File: config.mk
export PLATFORM = sky130hd
export DESIGN_NAME = card_dealer
export DESIGN_NICKNAME = d
export VERILOG_FILES = /design/src/rtl/card_dealer.sv
export SDC_FILE = /design/constraint.sdc
export NUM_CORES = 1
export LEC_CHECK = 0
export CORE_ASPECT_RATIO = 2
export CORE_UTILIZATION = 40
export CTS_BUF_LIST = sky130_fd_sc_hd__clkbuf_4
export CTS_CLUSTER_SIZE = 30
export DETAILED_ROUTE_END_ITERATION = 16
export GPL_ROUTABILITY_DRIVEN = 1
export PLACE_DENSITY = 0.68
export SLEW_MARGIN = 20
export SYNTH_ARGS = -nofsm -noshare
export SYNTH_HDL_FRONTEND = slang
export SYNTH_SLANG_ARGS = --single-unit
File: constraint.sdc
create_clock -name clk -period 7.95 [get_ports clk]
set_input_delay 1.9875 -clock clk [delete_from_list [all_inputs] [get_ports clk]]
set_output_delay 1.9875 -clock clk [all_outputs]
set_load 0.05 [all_outputs]
File: src/rtl/card_dealer.sv
// Random card dealer for multi-deck shoes: one card per req/ack handshake, drawn without
// replacement. Optional statistics outputs are enabled with `define CARD_DEALER_STATS_EN.
module card_dealer #(
    parameter int          NUM_DECKS = 1,
    parameter int          NUM_SUITS = 4,
    parameter int          NUM_RANKS = 13,
    parameter int          MAX_TRIES = 8,
    parameter logic [7:0]  LFSR_SEED = 8'hA5,
    localparam int         TOTAL     = NUM_DECKS * NUM_SUITS * NUM_RANKS,
    localparam int         CL_W      = $clog2(TOTAL + 1)
) (
    input  logic            clk,
    input  logic            reset,
    input  logic            req,
    input  logic            shuffle,
    output logic            ack,
    output logic            nack,
    output logic [1:0]      card_suit,
    output logic [3:0]      card_rank,
    output logic [3:0]      card_value,
    output logic [CL_W-1:0] cards_left,
    output logic            empty,
    output logic            busy
`ifdef CARD_DEALER_STATS_EN
    ,
    output logic [7:0]      deal_cycles,
    output logic [0:0]      scanned
`endif
);

    localparam int SLOTS  = NUM_SUITS * NUM_RANKS;
    localparam int SLOT_W = (SLOTS > 1) ? $clog2(SLOTS) : 1;
    localparam int UC_W   = $clog2(NUM_DECKS + 1);
    localparam int TRY_W  = (MAX_TRIES > 1) ? $clog2(MAX_TRIES) : 1;

    localparam logic [TRY_W-1:0] TRY_LAST  = TRY_W'(MAX_TRIES - 1);
    localparam logic [UC_W-1:0]  USE_LIMIT = UC_W'(NUM_DECKS);
    localparam logic [3:0]       RANK_LAST = 4'(NUM_RANKS - 1);
    localparam logic [1:0]       SUIT_LAST = 2'(NUM_SUITS - 1);

    typedef enum logic [1:0] {
        S_IDLE,
        S_DRAW,
        S_SCAN,
        S_HOLD
    } state_t;

    state_t              state_q, state_d;
    logic [TRY_W-1:0]    try_q, try_d;
    logic [1:0]          scan_suit_q, scan_suit_d;
    logic [3:0]          scan_rank_q, scan_rank_d;
    logic [7:0]          lfsr_q, lfsr_d;
    logic [UC_W-1:0]     cnt_q [SLOTS];
    logic [UC_W-1:0]     cnt_d [SLOTS];
    logic [CL_W-1:0]     cards_left_q, cards_left_d;
    logic                ack_q, ack_d;
    logic                nack_q, nack_d;
    logic [1:0]          suit_q, suit_d;
    logic [3:0]          rank_q, rank_d;
    logic [3:0]          value_q, value_d;
`ifdef CARD_DEALER_STATS_EN
    logic [7:0]          cyc_q, cyc_d;
    logic [7:0]          deal_cycles_q, deal_cycles_d;
    logic                scanned_q, scanned_d;
`endif

    logic [SLOTS-1:0]    free_vec;
    logic [3:0]          samp_rank;
    logic [1:0]          samp_suit;
    logic                samp_ok;
    logic                scan_ok;
    logic                deal;
    logic [1:0]          deal_suit;
    logic [3:0]          deal_rank;
    logic [SLOT_W-1:0]   deal_idx;
    logic                empty_w;

    function automatic logic [SLOT_W-1:0] slot_of(input logic [1:0] s, input logic [3:0] r);
        return SLOT_W'(int'(s) * NUM_RANKS + int'(r));
    endfunction

    function automatic logic [3:0] value_of(input logic [3:0] r);
        return (r >= 4'd9) ? 4'd10 : r + 4'd1;
    endfunction

    assign empty_w   = (cards_left_q == '0);
    assign samp_rank = lfsr_q[3:0];
    assign samp_suit = lfsr_q[5:4];

    always_comb begin
        for (int i = 0; i < SLOTS; i++) begin
            free_vec[i] = (cnt_q[i] < USE_LIMIT);
        end
    end

    // The slot lookup is only meaningful once the sample is known to be in range.
    assign samp_ok = ({1'b0, samp_rank} < 5'(NUM_RANKS)) &&
                     ({1'b0, samp_suit} < 3'(NUM_SUITS)) &&
                     free_vec[slot_of(samp_suit, samp_rank)];
    assign scan_ok = free_vec[slot_of(scan_suit_q, scan_rank_q)];

    always_comb begin
        state_d      = state_q;
        try_d        = try_q;
        scan_suit_d  = scan_suit_q;
        scan_rank_d  = scan_rank_q;
        cnt_d        = cnt_q;
        cards_left_d = cards_left_q;
        ack_d        = 1'b0;
        nack_d       = 1'b0;
        suit_d       = suit_q;
        rank_d       = rank_q;
        value_d      = value_q;
        lfsr_d       = {1'b0, lfsr_q[7:1]} ^ (lfsr_q[0] ? 8'hB8 : 8'h00);
        deal         = 1'b0;
        deal_suit    = samp_suit;
        deal_rank    = samp_rank;
`ifdef CARD_DEALER_STATS_EN
        cyc_d         = cyc_q;
        deal_cycles_d = deal_cycles_q;
        scanned_d     = scanned_q;
        if ((state_q == S_DRAW || state_q == S_SCAN) && cyc_q != 8'hFF) begin
            cyc_d = cyc_q + 8'd1;
        end
`endif

        case (state_q)
            S_IDLE: begin
                if (req) begin
                    if (!empty_w) begin
                        state_d = S_DRAW;
                        try_d   = '0;
`ifdef CARD_DEALER_STATS_EN
                        cyc_d   = 8'd1;
`endif
                    end else begin
                        nack_d  = 1'b1;
                        state_d = S_HOLD;
                    end
                end
            end
            S_DRAW: begin
                if (samp_ok) begin
                    deal = 1'b1;
                end else if (try_q == TRY_LAST) begin
                    state_d     = S_SCAN;
                    scan_suit_d = '0;
                    scan_rank_d = '0;
                end else begin
                    try_d = try_q + 1'b1;
                end
            end
            S_SCAN: begin
                deal_suit = scan_suit_q;
                deal_rank = scan_rank_q;
                if (scan_ok) begin
                    deal = 1'b1;
                end else if (scan_rank_q == RANK_LAST) begin
                    if (scan_suit_q != SUIT_LAST) begin
                        scan_rank_d = '0;
                        scan_suit_d = scan_suit_q + 2'd1;
                    end
                end else begin
                    scan_rank_d = scan_rank_q + 4'd1;
                end
            end
            S_HOLD: begin
                if (!req) begin
                    state_d = S_IDLE;
                end
            end
            default: state_d = S_IDLE;
        endcase

        deal_idx = slot_of(deal_suit, deal_rank);
        if (deal) begin
            cnt_d[deal_idx] = cnt_q[deal_idx] + 1'b1;
            if (cards_left_q != '0) begin
                cards_left_d = cards_left_q - 1'b1;
            end
            ack_d   = 1'b1;
            suit_d  = deal_suit;
            rank_d  = deal_rank;
            value_d = value_of(deal_rank);
            state_d = S_HOLD;
`ifdef CARD_DEALER_STATS_EN
            deal_cycles_d = cyc_q;
            scanned_d     = (state_q == S_SCAN);
`endif
        end

        // Shuffle overrides everything above, including a deal decided this cycle.
        if (shuffle) begin
            for (int i = 0; i < SLOTS; i++) begin
                cnt_d[i] = '0;
            end
            cards_left_d = CL_W'(TOTAL);
            ack_d        = 1'b0;
            nack_d       = 1'b0;
            suit_d       = '0;
            rank_d       = '0;
            value_d      = '0;
            state_d      = req ? S_HOLD : S_IDLE;
`ifdef CARD_DEALER_STATS_EN
            deal_cycles_d = '0;
            scanned_d     = 1'b0;
`endif
        end
    end

    always_ff @(posedge clk) begin
        if (reset) begin
            state_q      <= S_IDLE;
            try_q        <= '0;
            scan_suit_q  <= '0;
            scan_rank_q  <= '0;
            lfsr_q       <= LFSR_SEED;
            // NOTE: the use-count array is ordinary flops, not RAM; it must be reset here
            // because an uncleared count would silently remove cards from a fresh shoe.
            for (int i = 0; i < SLOTS; i++) begin
                cnt_q[i] <= '0;
            end
            cards_left_q <= CL_W'(TOTAL);
            ack_q        <= 1'b0;
            nack_q       <= 1'b0;
            suit_q       <= '0;
            rank_q       <= '0;
            value_q      <= '0;
`ifdef CARD_DEALER_STATS_EN
            cyc_q         <= '0;
            deal_cycles_q <= '0;
            scanned_q     <= 1'b0;
`endif
        end else begin
            state_q      <= state_d;
            try_q        <= try_d;
            scan_suit_q  <= scan_suit_d;
            scan_rank_q  <= scan_rank_d;
            lfsr_q       <= lfsr_d;
            cnt_q        <= cnt_d;
            cards_left_q <= cards_left_d;
            ack_q        <= ack_d;
            nack_q       <= nack_d;
            suit_q       <= suit_d;
            rank_q       <= rank_d;
            value_q      <= value_d;
`ifdef CARD_DEALER_STATS_EN
            cyc_q         <= cyc_d;
            deal_cycles_q <= deal_cycles_d;
            scanned_q     <= scanned_d;
`endif
        end
    end

    assign ack        = ack_q;
    assign nack       = nack_q;
    assign card_suit  = suit_q;
    assign card_rank  = rank_q;
    assign card_value = value_q;
    assign cards_left = cards_left_q;
    assign empty      = empty_w;
    assign busy       = (state_q == S_DRAW) || (state_q == S_SCAN);
`ifdef CARD_DEALER_STATS_EN
    assign deal_cycles = deal_cycles_q;
    assign scanned     = scanned_q;
`endif

endmodule

==> qor.csv <==
stage,metric,value,unit
worst_setup_path,"Arr. time, crit path",6.08,ns
worst_setup_path,R2R depth,16,
routing,post-DR wirelength/cell,20.91,um
floorplan,core box area,15290,um^2
worst_setup_path,CP Class,register to register,
layout,layout overhead on the synthesized area,8.032,%
clocking,CTS root buf,clkbuf_4,
clocking,clock sinks,89,
floorplan,num ports,24,
routing,detailed-route vias per instance,6.168,
sta,Max Clock Freq,0.1765,GHz
yosys,number of flops mapped to enable cells by yosys,0,
global_routing,vias in the first global route,5525,
floorplan,die width,90.26,um
yosys,number of synthesized register bits,89,
worst_setup_path,"delay-heaviest family, CP",multiplexers,
sta,Worst Max-Slew Pin Slew,1.158,ns
worst_setup_path,crit path buf inv count,5,
power,Pleak,0.002638,uW
clocking,cts repair resizes,0,
min_path,Hold WC Path Type,register to register,
worst_setup_path,Max stage delay on crit path,0.59,ns
floorplan,die height,178.5,um
routing,via count of the routed design,5440,
yosys,Main synth FF type,dfxtp_1,
clocking,CTS Buf Count,9,
yosys,synth top area cells,"dfxtp_1 (29%), mux4_2 (9.4%), ha_1 (7.4%)",
routing,DR DRC count,0,
yosys,Synth area leader,dfxtp_1,
yosys,Yosys cell types,60,
global_routing,GRT Total Usage,23.73,%
yosys,Mapped Cells,687,
placed_design,pre-CTS setup slack,2.550,ns
worst_setup_path,worst-path maximum fanout,37,
floorplan,die area,16110,um^2
floorplan,Initial Utilization,40.74,%
sta,slew margin rel.,22.21,%
worst_setup_path,worst path required time,8.37,ns
clocking,clk_lat worst skew,0.47,ns
routing,DR iter-0 viols,324,
clocking,# hold bufs at CTS,0,
min_path,hold_sp,lfsr_q[7],
clocking,Clock Path Buffers,2,
layout,multi-input gate area in the final layout,4159,um^2
worst_setup_path,R2R Setup Slk,2.29,ns
job,max_cap viols,0,
yosys,"FFs w/ async S/R, synth",0,%
worst_setup_path,crit path launch,state_q[0],
yosys,Mapped Area,6231,um^2
sta,unrepaired setup endpoints after global routing,no,
sta,final worst slack,2.285,ns
sta,Worst Skew,0.01180,ns
routing,first-pass iteration count of the detailed router,5,
layout,share of cells above drive strength 1,17.42,%
yosys,Syn Nets,734,
power,power after layout,1477,uW
routing,"wirelength, routed",18.44,mm
worst_setup_path,CP Launch Type,register,
placed_design,PortBufs,23,
power,worst vdd ir,0.1214,mV
sta,fin. max-slew vios,0,
routing,ANT nets after route,0,
global_routing,initial antenna violation count,1,
sta,final setup fails,0,
worst_setup_path,r2r startpoint,state_q[0],
global_routing,first-pass GRT wire length,29.33,mm
layout,fill cell count,1489,
sta,period utilization,71.25,%
min_path,Hold EP,lfsr_q[6],
floorplan,row cnt,64,
layout,# nets final,728,
clocking,setup bufs post-CTS,0,
outcome,status,finished clean,
yosys,area fraction of the dominant cell type after synthesis,28.59,%
layout,register area,1782,um^2
sta,Final Hold Viols,0,
sta,post-layout minimum cycle time,5.665,ns
clocking,H-Tree Depth,3,
yosys,Synth Warn #,0,
worst_setup_path,RR Endpoint,cnt_q[39],
sta,final setup TNS,0,ns
clocking,CTS tree,done,
global_routing,largest net degree at the start of global routing,64,
worst_setup_path,cell-by-cell trace of the critical path,"inv_1, ha_1, mux2i_1, inv_1, ha_1, ha_1, inv_1, fa_1, buf_4, mux4_2, mux2i_1, a22oi_1, o32a_1, a21oi_4, buf_4, mux2_2",
clocking,clock slew seen by the registers of the worst setup and hold paths,0.13,ns
placed_design,GPL Wtd Cong,0.9537,
yosys,"Seq/Total Area, Yosys",28.59,%
worst_setup_path,CP Capture Type,register,
global_routing,Overflow after GRT,0,
power,power density cells,219.4,nW/um^2
min_path,worst hold path depth,1,
yosys,average size of a mapped cell,9.070,um^2
placed_design,hpwl dp,13.80,mm
worst_setup_path,CP max-delay cell,ha_1,
how the worst max path moves through the flow:
| stage | to | slack (ns) | depth (start not counted) |
|---|---|---|---|
| 4_1_cts | cnt_q[43] | 2.51 | 16 |
| 3_5_place_dp | cnt_q[43] | 2.55 | 16 |
| 6_report | cnt_q[39] | 2.29 | 16 |
| 3_3_place_gp | cnt_q[11] | 2.74 | 15 |
| 2_1_floorplan | cnt_q[19] | 3.27 | 19 |
| 5_1_grt | cnt_q[39] | 2.06 | 16 |
worst register-to-register path, stage by stage (launching register included):
cell and delay, ns:
dfxtp_1 0.39, inv_1 0.13, ha_1 0.59, mux2i_1 0.47, inv_1 0.13, ha_1 0.32
ha_1 0.18, inv_1 0.06, fa_1 0.50, buf_4 0.31, mux4_2 0.57, mux2i_1 0.51
a22oi_1 0.14, o32a_1 0.24, a21oi_4 0.40, buf_4 0.44, mux2_2 0.25
registers in the layout, indices dropped and copies added (netlist names):
register     cells
nack             1
card_rank        4
ack              1
card_suit        2
scan_rank_q      4
lfsr_q           8
card_value       4
cnt_q           52
state_q          2
cards_left       6
try_q            3
scan_suit_q      2
cell usage in the layout (no fill, tap or decap), types with 8 or more instances in the layout:
master           count
xnor2_1              9
mux2i_1             21
nand4_1             12
or2_2                8
ha_1                37
nor2_1              41
or3_1                9
nand2b_1             8
a31o_2              33
o21ai_0             10
mux2_2              21
clkdlybuf4s50_1     23
a211oi_1            11
nand3_1             24
buf_4                9
a31oi_1             42
and2_1              16
nand2_1             70
dfxtp_1             89
mux4_2              26
a21oi_1             24
clkbuf_4             9
inv_1               27
nor3_1              15
power by group:
part | total, uW | leakage (uW) | switching (uW) | internal [uW]
registers | 473 | 0.000720 | 15.0 | 458
logic | 758 | 0.00185 | 523 | 235
clock network | 246 | 0.0000632 | 156 | 90.0
layer usage:
| metal | vias up | global-route usage, % | share of wire (%) |
|---|---|---|---|
| met2 | 180 | 45.29 | 56 |
| met4 | 0 | 17.81 | 6.2 |
| met5 | - | 0 | 0 |
| met1 | 2651 | 22.81 | 34 |
| met3 | 58 | 3.197 | 3.8 |
| li1 | 2551 | - | - |
synthesized netlist by cell type (3+ instances only):
cell type and count:
nand3_1 24, fa_1 6, nor2b_1 5, a21oi_1 25
and2_1 16, or2_2 8, a211oi_1 11, o21ai_0 10
buf_2 13, buf_1 4, a2bb2oi_1 3, mux4_2 26
inv_1 27, xor2_1 5, a22oi_1 3, nand2_1 70
or3_1 9, nor3_1 15, a31o_2 33, or3b_2 3
mux2i_1 21, clkbuf_1 31, xnor2_1 9, a31oi_1 42
nand2b_1 8, o22ai_1 4, nor2_1 43, mux4_1 3
dfxtp_1 89, ha_1 37, nand4_1 12, a21o_1 7
o211ai_1 3, mux2_2 21, nor4_1 3, and3_1 4
a41o_1 4
through the flow:
stage / utilization (%) / cell area (um^2) / std cells / hold WS [ns]
CTS: 43.82 / 6701 / 880 / 0.4589
global route: 44.01 / 6731 / 882 / 0.4705
floorplan: - / 6231 / 687 / 0.4138
global placement: 43.07 / 6588 / 867 / 0.4264
finish: 44.01 / 6731 / 882 / 0.4583
detailed placement: 43.07 / 6588 / 867 / 0.4324
area by class of cell:
class,instances,area share (%)
diodes,1,0.03717
clock buffers,9,1.004
multi-input cells,521,61.78
clock inverters,4,0.6877
flip-flops and latches,89,26.47
well taps,198,3.680
repair buffers,33,4.833
inverters,27,1.506
cells by family (layout without fill, tap and decap cells):
family | count (synthesis) | in the layout | share of synthesized area (%)
other cells | 0 | 1 | 0
simple gates | 226 | 226 | 17.65
flops | 89 | 89 | 28.59
mux | 73 | 73 | 18.31
xor+xnor | 14 | 14 | 1.968
fa+ha+maj | 43 | 43 | 9.357
buf+inv | 77 | 73 | 5.080
compound gates | 165 | 165 | 19.04
(Power assumes the default switching activity.)
